**src/rtl/mem_stage_ctrl_if.sv**
```systemverilog
// Execute-to-memory and memory-to-writeback bundle of the MEM stage.
// master = execute/write-back side, slave = mem_stage_ctrl.
interface mem_stage_ctrl_if;
  logic [31:0] ALUResIn;
  logic [31:0] STValIn;
  logic        MEM_R_EN;
  logic        MEM_W_EN;
  logic        MEM_WB_EN;
  logic [3:0]  DestIn;
  logic        Freeze;
  logic        WB_ENOut;
  logic        MEM_R_ENOut;
  logic [31:0] ALUResOut;
  logic [31:0] MemDataOut;
  logic [3:0]  DestOut;
  logic        MemErr;

  modport master (
    output ALUResIn, STValIn, MEM_R_EN, MEM_W_EN,
    output MEM_WB_EN, DestIn,
    input  Freeze, WB_ENOut, MEM_R_ENOut, ALUResOut,
    input  MemDataOut, DestOut, MemErr
  );

  modport slave (
    input  ALUResIn, STValIn, MEM_R_EN, MEM_W_EN,
    input  MEM_WB_EN, DestIn,
    output Freeze, WB_ENOut, MEM_R_ENOut, ALUResOut,
    output MemDataOut, DestOut, MemErr
  );
endinterface

```
**src/rtl/mem_stage_ctrl.sv**
```systemverilog
// Memory-access stage with wait-state data memory and MEM/WB register.
// Optional range checking: define MEM_STAGE_BOUNDS_CHECK_EN.
module mem_stage_ctrl #(
  parameter int WAIT_CYCLES = 4,
  parameter int DEPTH       = 64,
  parameter int ADDR_BASE   = 1024
) (
  input logic clk,
  input logic rst_n,
  mem_stage_ctrl_if.slave bus
);

  localparam int AW = $clog2(DEPTH);
  localparam int CW = (WAIT_CYCLES > 0) ? $clog2(WAIT_CYCLES + 1) : 1;

  typedef enum logic [1:0] {IDLE, BUSY, DONE} state_t;

  state_t         state;
  state_t         state_nxt;
  logic [CW-1:0]  cnt;
  logic [CW-1:0]  cnt_nxt;
  logic           req;
  logic           freeze;
  logic [31:0]    off;
  logic [AW-1:0]  idx;
  logic           oob;
  logic           wr;
  logic [31:0]    rdata;
  logic [31:0]    mem [DEPTH];

  assign req = bus.MEM_R_EN | bus.MEM_W_EN;
  assign off = bus.ALUResIn - 32'(ADDR_BASE);
  assign idx = AW'(off >> 2);

`ifdef MEM_STAGE_BOUNDS_CHECK_EN
  assign oob = (bus.ALUResIn < 32'(ADDR_BASE))
             | ((off >> 2) >= 32'(DEPTH));
`else
  assign oob = 1'b0;
`endif

  // Read is pre-write, so a combined load/store sees the old word.
  assign rdata = oob ? 32'd0 : mem[idx];
  assign wr    = (state == DONE) & bus.MEM_W_EN & ~oob;

  // FSM state and wait counter.
  always_ff @(posedge clk or negedge rst_n) begin
    if (!rst_n) begin
      state <= IDLE;
      cnt   <= '0;
    end else begin
      state <= state_nxt;
      cnt   <= cnt_nxt;
    end
  end

  // Next-state: IDLE -> BUSY (count down) -> DONE -> IDLE.
  always_comb begin
    state_nxt = state;
    cnt_nxt   = cnt;
    case (state)
      IDLE: begin
        if (req) begin
          if (WAIT_CYCLES == 0) begin
            state_nxt = DONE;
          end else begin
            state_nxt = BUSY;
            cnt_nxt   = CW'(WAIT_CYCLES);
          end
        end
      end
      BUSY: begin
        cnt_nxt = cnt - 1'b1;
        if (cnt == CW'(1)) state_nxt = DONE;
      end
      DONE:    state_nxt = IDLE;
      default: state_nxt = IDLE;
    endcase
  end

  // Stall upstream for the request cycle and every busy cycle.
  always_comb begin
    freeze = 1'b0;
    case (state)
      IDLE:    freeze = req;
      BUSY:    freeze = 1'b1;
      default: freeze = 1'b0;
    endcase
    freeze = freeze & rst_n;
  end

  assign bus.Freeze = freeze;

  // Data memory; no reset, so an aborted store leaves it untouched.
  always_ff @(posedge clk) begin
    if (wr) mem[idx] <= bus.STValIn;
  end

  // MEM/WB register: capture when unfrozen, otherwise insert a bubble.
  always_ff @(posedge clk or negedge rst_n) begin
    if (!rst_n) begin
      bus.WB_ENOut    <= 1'b0;
      bus.MEM_R_ENOut <= 1'b0;
      bus.ALUResOut   <= '0;
      bus.MemDataOut  <= '0;
      bus.DestOut     <= '0;
    end else if (!freeze) begin
      bus.WB_ENOut    <= bus.MEM_WB_EN;
      bus.MEM_R_ENOut <= bus.MEM_R_EN;
      bus.ALUResOut   <= bus.ALUResIn;
      bus.MemDataOut  <= rdata;
      bus.DestOut     <= bus.DestIn;
    end else begin
      bus.WB_ENOut    <= 1'b0;
      bus.MEM_R_ENOut <= 1'b0;
    end
  end

`ifdef MEM_STAGE_BOUNDS_CHECK_EN
  // Error pulse lines up with the completing MEM/WB capture.
  always_ff @(posedge clk or negedge rst_n) begin
    if (!rst_n) bus.MemErr <= 1'b0;
    else        bus.MemErr <= (state == DONE) & oob;
  end
`else
  assign bus.MemErr = 1'b0;
`endif

endmodule

```
**src/flat_wrapper.sv**
```systemverilog
// flat-port wrapper written by rule: the top's interface ports become plain ports
module mem_stage_ctrl_flat 
#(
  parameter int WAIT_CYCLES = 4,
  parameter int DEPTH       = 64,
  parameter int ADDR_BASE   = 1024
)
  (clk, rst_n, bus_ALUResIn, bus_STValIn, bus_MEM_R_EN, bus_MEM_W_EN, bus_MEM_WB_EN, bus_DestIn, bus_Freeze, bus_WB_ENOut, bus_MEM_R_ENOut, bus_ALUResOut, bus_MemDataOut, bus_DestOut, bus_MemErr);
  mem_stage_ctrl_if bus_i ();
  input logic clk;
  input logic rst_n;
  input wire logic [$bits(bus_i.ALUResIn)-1:0] bus_ALUResIn;
  input wire logic [$bits(bus_i.STValIn)-1:0] bus_STValIn;
  input wire logic [$bits(bus_i.MEM_R_EN)-1:0] bus_MEM_R_EN;
  input wire logic [$bits(bus_i.MEM_W_EN)-1:0] bus_MEM_W_EN;
  input wire logic [$bits(bus_i.MEM_WB_EN)-1:0] bus_MEM_WB_EN;
  input wire logic [$bits(bus_i.DestIn)-1:0] bus_DestIn;
  output wire logic [$bits(bus_i.Freeze)-1:0] bus_Freeze;
  output wire logic [$bits(bus_i.WB_ENOut)-1:0] bus_WB_ENOut;
  output wire logic [$bits(bus_i.MEM_R_ENOut)-1:0] bus_MEM_R_ENOut;
  output wire logic [$bits(bus_i.ALUResOut)-1:0] bus_ALUResOut;
  output wire logic [$bits(bus_i.MemDataOut)-1:0] bus_MemDataOut;
  output wire logic [$bits(bus_i.DestOut)-1:0] bus_DestOut;
  output wire logic [$bits(bus_i.MemErr)-1:0] bus_MemErr;
  assign bus_i.ALUResIn = bus_ALUResIn;
  assign bus_i.STValIn = bus_STValIn;
  assign bus_i.MEM_R_EN = bus_MEM_R_EN;
  assign bus_i.MEM_W_EN = bus_MEM_W_EN;
  assign bus_i.MEM_WB_EN = bus_MEM_WB_EN;
  assign bus_i.DestIn = bus_DestIn;
  assign bus_Freeze = bus_i.Freeze;
  assign bus_WB_ENOut = bus_i.WB_ENOut;
  assign bus_MEM_R_ENOut = bus_i.MEM_R_ENOut;
  assign bus_ALUResOut = bus_i.ALUResOut;
  assign bus_MemDataOut = bus_i.MemDataOut;
  assign bus_DestOut = bus_i.DestOut;
  assign bus_MemErr = bus_i.MemErr;
  mem_stage_ctrl #(.WAIT_CYCLES(WAIT_CYCLES), .DEPTH(DEPTH), .ADDR_BASE(ADDR_BASE)) u_core (.clk(clk), .rst_n(rst_n), .bus(bus_i));
endmodule
```
**config.mk**
```make
export PLATFORM = sky130hd
export DESIGN_NAME = mem_stage_ctrl_flat
export DESIGN_NICKNAME = d
export VERILOG_FILES = /design/src/rtl/mem_stage_ctrl_if.sv /design/src/rtl/mem_stage_ctrl.sv /design/src/flat_wrapper.sv
export SDC_FILE = /design/constraint.sdc
export NUM_CORES = 2
export LEC_CHECK = 0
export ABC_AREA = 1
export BUFFER_PORTS_ARGS = -buffer_cell sky130_fd_sc_hd__buf_2
export CORE_MARGIN = 4
export CORE_UTILIZATION = 40
export CTS_BUF_LIST = sky130_fd_sc_hd__clkbuf_8
export CTS_CLUSTER_DIAMETER = 100
export DETAILED_ROUTE_END_ITERATION = 8
export GPL_TIMING_DRIVEN = 0
export PLACE_DENSITY = 0.62
export SLEW_MARGIN = 5
export SYNTH_ARGS = -nofsm -noshare
export SYNTH_HDL_FRONTEND = slang
export SYNTH_SLANG_ARGS = --single-unit
```
**constraint.sdc**
```tcl
create_clock -name clk -period 4.8 [get_ports clk]
set_input_delay 1.44 -clock clk [delete_from_list [all_inputs] [get_ports clk]]
set_output_delay 1.44 -clock clk [all_outputs]
set_load 0.05 [all_outputs]
```
======== Word level (Yosys, flattened, before mapping) ========
Memories as Yosys holds them, arrays and structs flattened. A register that Yosys moved wholly into a read port is not among the register bits.
Cells that the tools add are included.
storage, ports and cells
  register bits after elaboration ......... 43
  memories kept ........................... 1
  RAM bits ................................ 2048
  logic and storage cells ................. 33
  output and inout port bits .............. 72
  bits of input ports ..................... 73
memory list
  name        depth  bits a word  read ports  clocked after Yosys merged registers in  write ports  line                  text
  u_core.mem  64     32           1           1                                        1            mem_stage_ctrl.sv:29  logic [31:0] mem [DEPTH];
cells by class
  reductions and logical operators ........ 6
  muxes and demuxes ....................... 10
  eq/ne operators ......................... 5
  $add $sub $neg .......................... 2
  bitwise gates (word level) .............. 3
operators by type and width
  kind                 count
  $sub 8x1->8 const B  1
  $pmux 3 s2           1
  $mux 1               4
  $mux 2               2
  $ne 2x1->1 const B   2
  $pmux 2 s2           1
  $reduce_and 2->1     2
  $eq 3x1->1 const B   1
  $mux 3               1
  $sub 3x1->3 const B  1
  $and 1x1->1          2
  $eq 2x1->1 const B   1
  $eq 2x2->1 const B   1
  $logic_not 1->1      2
  $logic_not 2->1      1
  $pmux 1 s2           1
  $reduce_bool 2->1    1
  $or 1x1->1           1

======== Depth between registers and ports, before layout ========
  depth after elaboration ................. 4
  depth in mapped cells ................... 13
  gate-level depth less buffers ........... 10

======== Worst setup path after synthesis ========
OpenSTA, ideal clock, no wires.
  path type ............................... input -> register
  start ................................... in bus_ALUResIn[2]
  end ..................................... mem u_core.mem[55][0] (enable)
  path buffers ............................ 4
  setup time .............................. 0.502 ns
  required time ........................... 4.298 ns
  slack ................................... -1.000 ns
  arrival ................................. 5.298 ns
  stages on the path ...................... 6
  cells stage by stage .................... inv_2 buf_2 buf_2 buf_2 buf_2 nor4_1
between the ends
  longest elaborated chain between the ends .. 1
ends and longest elaborated chain
  what         line                  text
  from (decl)  flat_wrapper.sv:12    input wire logic [$bits(bus_i.ALUResIn)-1:0] bus_ALUResIn;
  $sub 8x1->8  mem_stage_ctrl.sv:32  assign off = bus.ALUResIn - 32'(ADDR_BASE);
  to (decl)    mem_stage_ctrl.sv:29
No other way between the ends.

======== Worst setup path after layout ========
  start ................................... in bus_ALUResIn[2]
  end ..................................... mem u_core.mem[34][22] (enable)
Same word-level chain as after synthesis.

==> reports/qor.log <==
[timing] Slew Limit Fails 0
[drt] post-route DRC violation count 0
[setup_path] arrival time worst endpoint 5.49 ns
[yosys] post-synth top area share 69.1%
[setup_path] worst flop-to-flop path endpoint u_core.bus.MemDataOut[13]$_DFFE_PN0N_
[yosys] Avg Synthesized Cell Area 10.9 um^2
[drt] Routed wire per std cell 24.3 um
[grt] pin count of the biggest net entering global routing 65
[drt] total wire length after detailed routing 292 mm
[setup_path] ordered list of cells on the worst path buf_2 -> inv_2 -> buf_2 -> buf_2 -> buf_2 -> buf_2 -> nand3_2 -> nor2_4 -> buf_16 -> buf_16
[yosys] Seq/Total Area, Yosys 71.2%
[yosys] most instantiated cells after synthesis nand2_1, edfxtp_1, inv_1, nor2_1, nand3_1
[yosys] dominant cell by count in the synthesized netlist nand2_1
[cells_and_area] final standard cell utilization of the core 46.5%
[clocking] root cell of the clock tree clkbuf_8
[setup_path] total buffers and inverters traversed by the critical path 8
[grt] antenna violations before repair 24
[yosys] number of flops mapped to enable cells by yosys 2,048
[timing] worst-case headroom to the max-slew limit 2.10%
[timing] maximum frequency from static timing analysis 209 MHz
[drt] total vias in the final route 62.1k
[cells_and_area] Nets 8,883
[die] starting utilization of the core area 40.4%
[clocking] # clock sinks 2,123
[die] row count 172
[yosys] post-synthesis register bit count 2,123
[pwr] Worst VDD drop 263 uV
[drt] number of DRC violations after detailed-routing iteration 0 9,076
[setup_path] biggest fanout along the worst timing path 14
[min_path] min-delay worst type input pin to async pin
[timing] post-route fraction of the period consumed by the critical path 99.7%
[pwr] leakage 43.2 nW
[setup_path] Crit path top cell by count buf_2
[placed_design] number of input and output port buffers inserted 143
[yosys] most instantiated flip-flop cell in the synthesis netlist edfxtp_1
[flow_run] maxcap violations 0
[placed_design] half-perimeter wire length of the detailed placement result 198 mm
[clocking] number of levels the H-tree was split into 5
[die] area of the core region 221,000 um^2
[grt] via count of the first global-routing pass 58.4k
[clocking] quantity of hold-fixing buffers added after cts 0
[drt] Antenna Violating Nets Remaining 0
[yosys] largest cells by area after synthesis edfxtp_1, nand2_1, inv_1
[setup_path] Setup CP Type input pin to register
[grt] global-route wire length before repair 411 mm
[status] status finished clean
[yosys] cell area after synthesis 89,000 um^2
[pwr] sum of internal, switching and leakage power 39.8 mW
[drt] first-pass detailed-route iteration total 8
[setup_path] Reg-to-Reg Start u_core.state[0]$_DFFE_PN0P_
[setup_path] Critical Path End Type register
[yosys] count of warnings emitted by yosys 0
[timing] final count of hold timing violations 0
[drt] average vias per placed instance 5.16
[setup_path] setup slack of the worst register-to-register path 1.61 ns
[setup_path] Crit-path slowest cell buf_2
[placed_design] GPL Wtd Cong 0.938
[yosys] number of unique standard cell types used by synthesis 25
[clocking] CTS Buf Count 362
[yosys] largest area contributor in the netlist edfxtp_1
[setup_path] stage delay of the slowest cell on the critical path 0.60 ns
[grt] global-route total usage across every layer 24.8%
[timing] shortest period the worst path allows 4.79 ns
[setup_path] CP Depth 10
[clocking] register clock-pin slew on the reported worst setup and hold paths 0.06 ns
[die] die boundary height 480 um
[setup_path] timing endpoint of the critical path u_core.mem[34][22]$_DFFE_PP_
[clocking] CTS tree done
[cells_and_area] Fill cells 19.8k
[timing] setup repair after global routing missed its margin no
[cells_and_area] multi-input gate area in the final layout 18,900 um^2
[die] number of I/O pins 145
[clocking] buffers from clock root to sink, at most 4
[setup_path] worst setup path start bus_ALUResIn[2]
[setup_path] kind of launch point of the worst setup path input pin
[timing] measured slew at the worst slew-check pin 1.47 ns
[setup_path] worst reg-to-reg path cell count 11
[cells_and_area] fraction of layout instances using a drive strength above 1 12.4%
[die] floorplan die area 230,000 um^2
[die] DIE WIDTH 480 um
[timing] skew final 0.0693 ns
[yosys] cell count after synthesis 8,185
[yosys] post-synthesis net count 8,260
[pwr] power density of the placed cells 388 nW/um^2
[cells_and_area] Seq. cell area 63,400 um^2
[clocking] clock latency reported for the late side of the worst-skew pair 1.06 ns
[setup_path] CP Data Required Time 5.50 ns
[yosys] fraction of synthesis flops using an asynchronous set or reset pin 3.53%
[timing] number of endpoints failing setup at the final stage 0
[cells_and_area] area growth from synthesis to layout 15.2%
[setup_path] delay-heaviest family, CP buffers and inverters
[grt] global route total overflow 0
cell families (layout without fill, tap and decap cells):
group	after synthesis	count (layout)	share of synthesized area [%]
AOI/OAI and AO/OA	550	550	3.88
DFF	2123	2123	71.2
buffers and inverters	1854	2735	8.20
adders and majority gates	2	2	0.0281
and+or+nand+nor	3655	3655	16.7
other	1	11	0.00421
per-layer routing:
metal | part of all wire, % | track usage, % | up-vias
met2 | 44 | 37.9 | 3820
met5 | 0.0079 | 0 | -
li1 | - | - | 27900
met1 | 38 | 32.8 | 29700
met3 | 12 | 6.41 | 729
met4 | 5.4 | 12.2 | 4
report_power, final:
part | total, mW | leakage, nW | switching (mW) | internal (mW)
sequential | 20.7 | 19.3 | 0.138 | 20.6
combinational | 4.33 | 20.2 | 3.47 | 0.866
clock | 14.7 | 3.69 | 7.27 | 7.47
total | 39.8 | 43.2 | 10.9 | 28.9
registers in the layout, indices dropped and copies added (netlist names):
name                    flops
u_core.bus.ALUResOut       32
u_core.bus.DestOut          4
u_core.bus.MEM_R_ENOut      1
u_core.bus.MemDataOut      32
u_core.bus.WB_ENOut         1
u_core.cnt                  3
u_core.mem               2048
u_core.state                2
stage by stage:
step	setup TNS, ns	instance area, um^2	cells	hold WS [ns]	worst slack, ns
2_1_floorplan	0	89000	8185	0.447	0.360
3_3_place_gp	-6065.33	93500	11300	0.450	-3.74
3_5_place_dp	-1299.60	95900	11400	0.455	-1.40
4_1_cts	0	102000	12000	0.225	0.0146
5_1_grt	0	103000	12000	0.244	0.0124
6_report	0	103000	12000	0.283	0.0134
what timing repair did:
action | in CTS | in global routing
pin swaps | 16 | 2
setup endpoints to repair | 415 | 98
setup buffers | 25 | 4
gates resized for setup | 7 | 3
worst reg2reg max path: cells and delay by family (launching register included):
family / cells / cell delay [ns]
DFF: 1 / 0.37
and+or+nand+nor: 7 / 1.96
buffers and inverters: 3 / 0.64
AOI/OAI and AO/OA: 1 / 0.16
cell usage in the layout (no fill, tap or decap), types with 7 or more instances in the layout:
master	Yosys	layout
clkbuf_8	0	376
dfrtp_1	75	75
diode_2	0	10
or2_2	101	101
nor2_4	0	63
o21ai_0	72	71
nor2_1	657	594
buf_1	16	16
or2_0	31	31
o21ai_1	196	197
clkinv_2	0	31
buf_16	0	20
buf_12	0	72
buf_4	3	51
buf_2	257	372
inv_1	1465	1586
clkbuf_1	104	103
nand3_1	632	628
o211ai_1	280	280
nand2_1	2222	2221
inv_2	8	7
edfxtp_1	2048	2048
clkinv_1	0	82
layout make-up:
cell class                      instances  area share, %
Clock inverter                        246           1.10
Sequential cell                      2123           61.8
Buffer                                380           1.72
Timing Repair Buffer                  260           2.92
Multi-Input combinational cell       4208           18.4
Inverter                             1473           5.39
Clock buffer                          376           5.04
Tap cell                             2958           3.61
Antenna cell                           10         0.0244
how the worst min path moves through the flow:
| stage | endpoint | slack (ns) |
|---|---|---|
| final | u_core.bus.MemDataOut[24]$_DFFE_PN0N_ | 0.28 |
| after detailed placement | u_core.bus.ALUResOut[21]$_DFFE_PN0N_ | 0.45 |
| after floorplan | u_core.state[1]$_DFFE_PN0P_ | 0.45 |
| after CTS | u_core.bus.MemDataOut[24]$_DFFE_PN0N_ | 0.23 |
| after global routing | u_core.bus.MemDataOut[24]$_DFFE_PN0N_ | 0.24 |
| after global placement | u_core.bus.DestOut[3]$_DFFE_PN0N_ | 0.45 |
No activity file was read; power rests on OpenSTA's default activity.
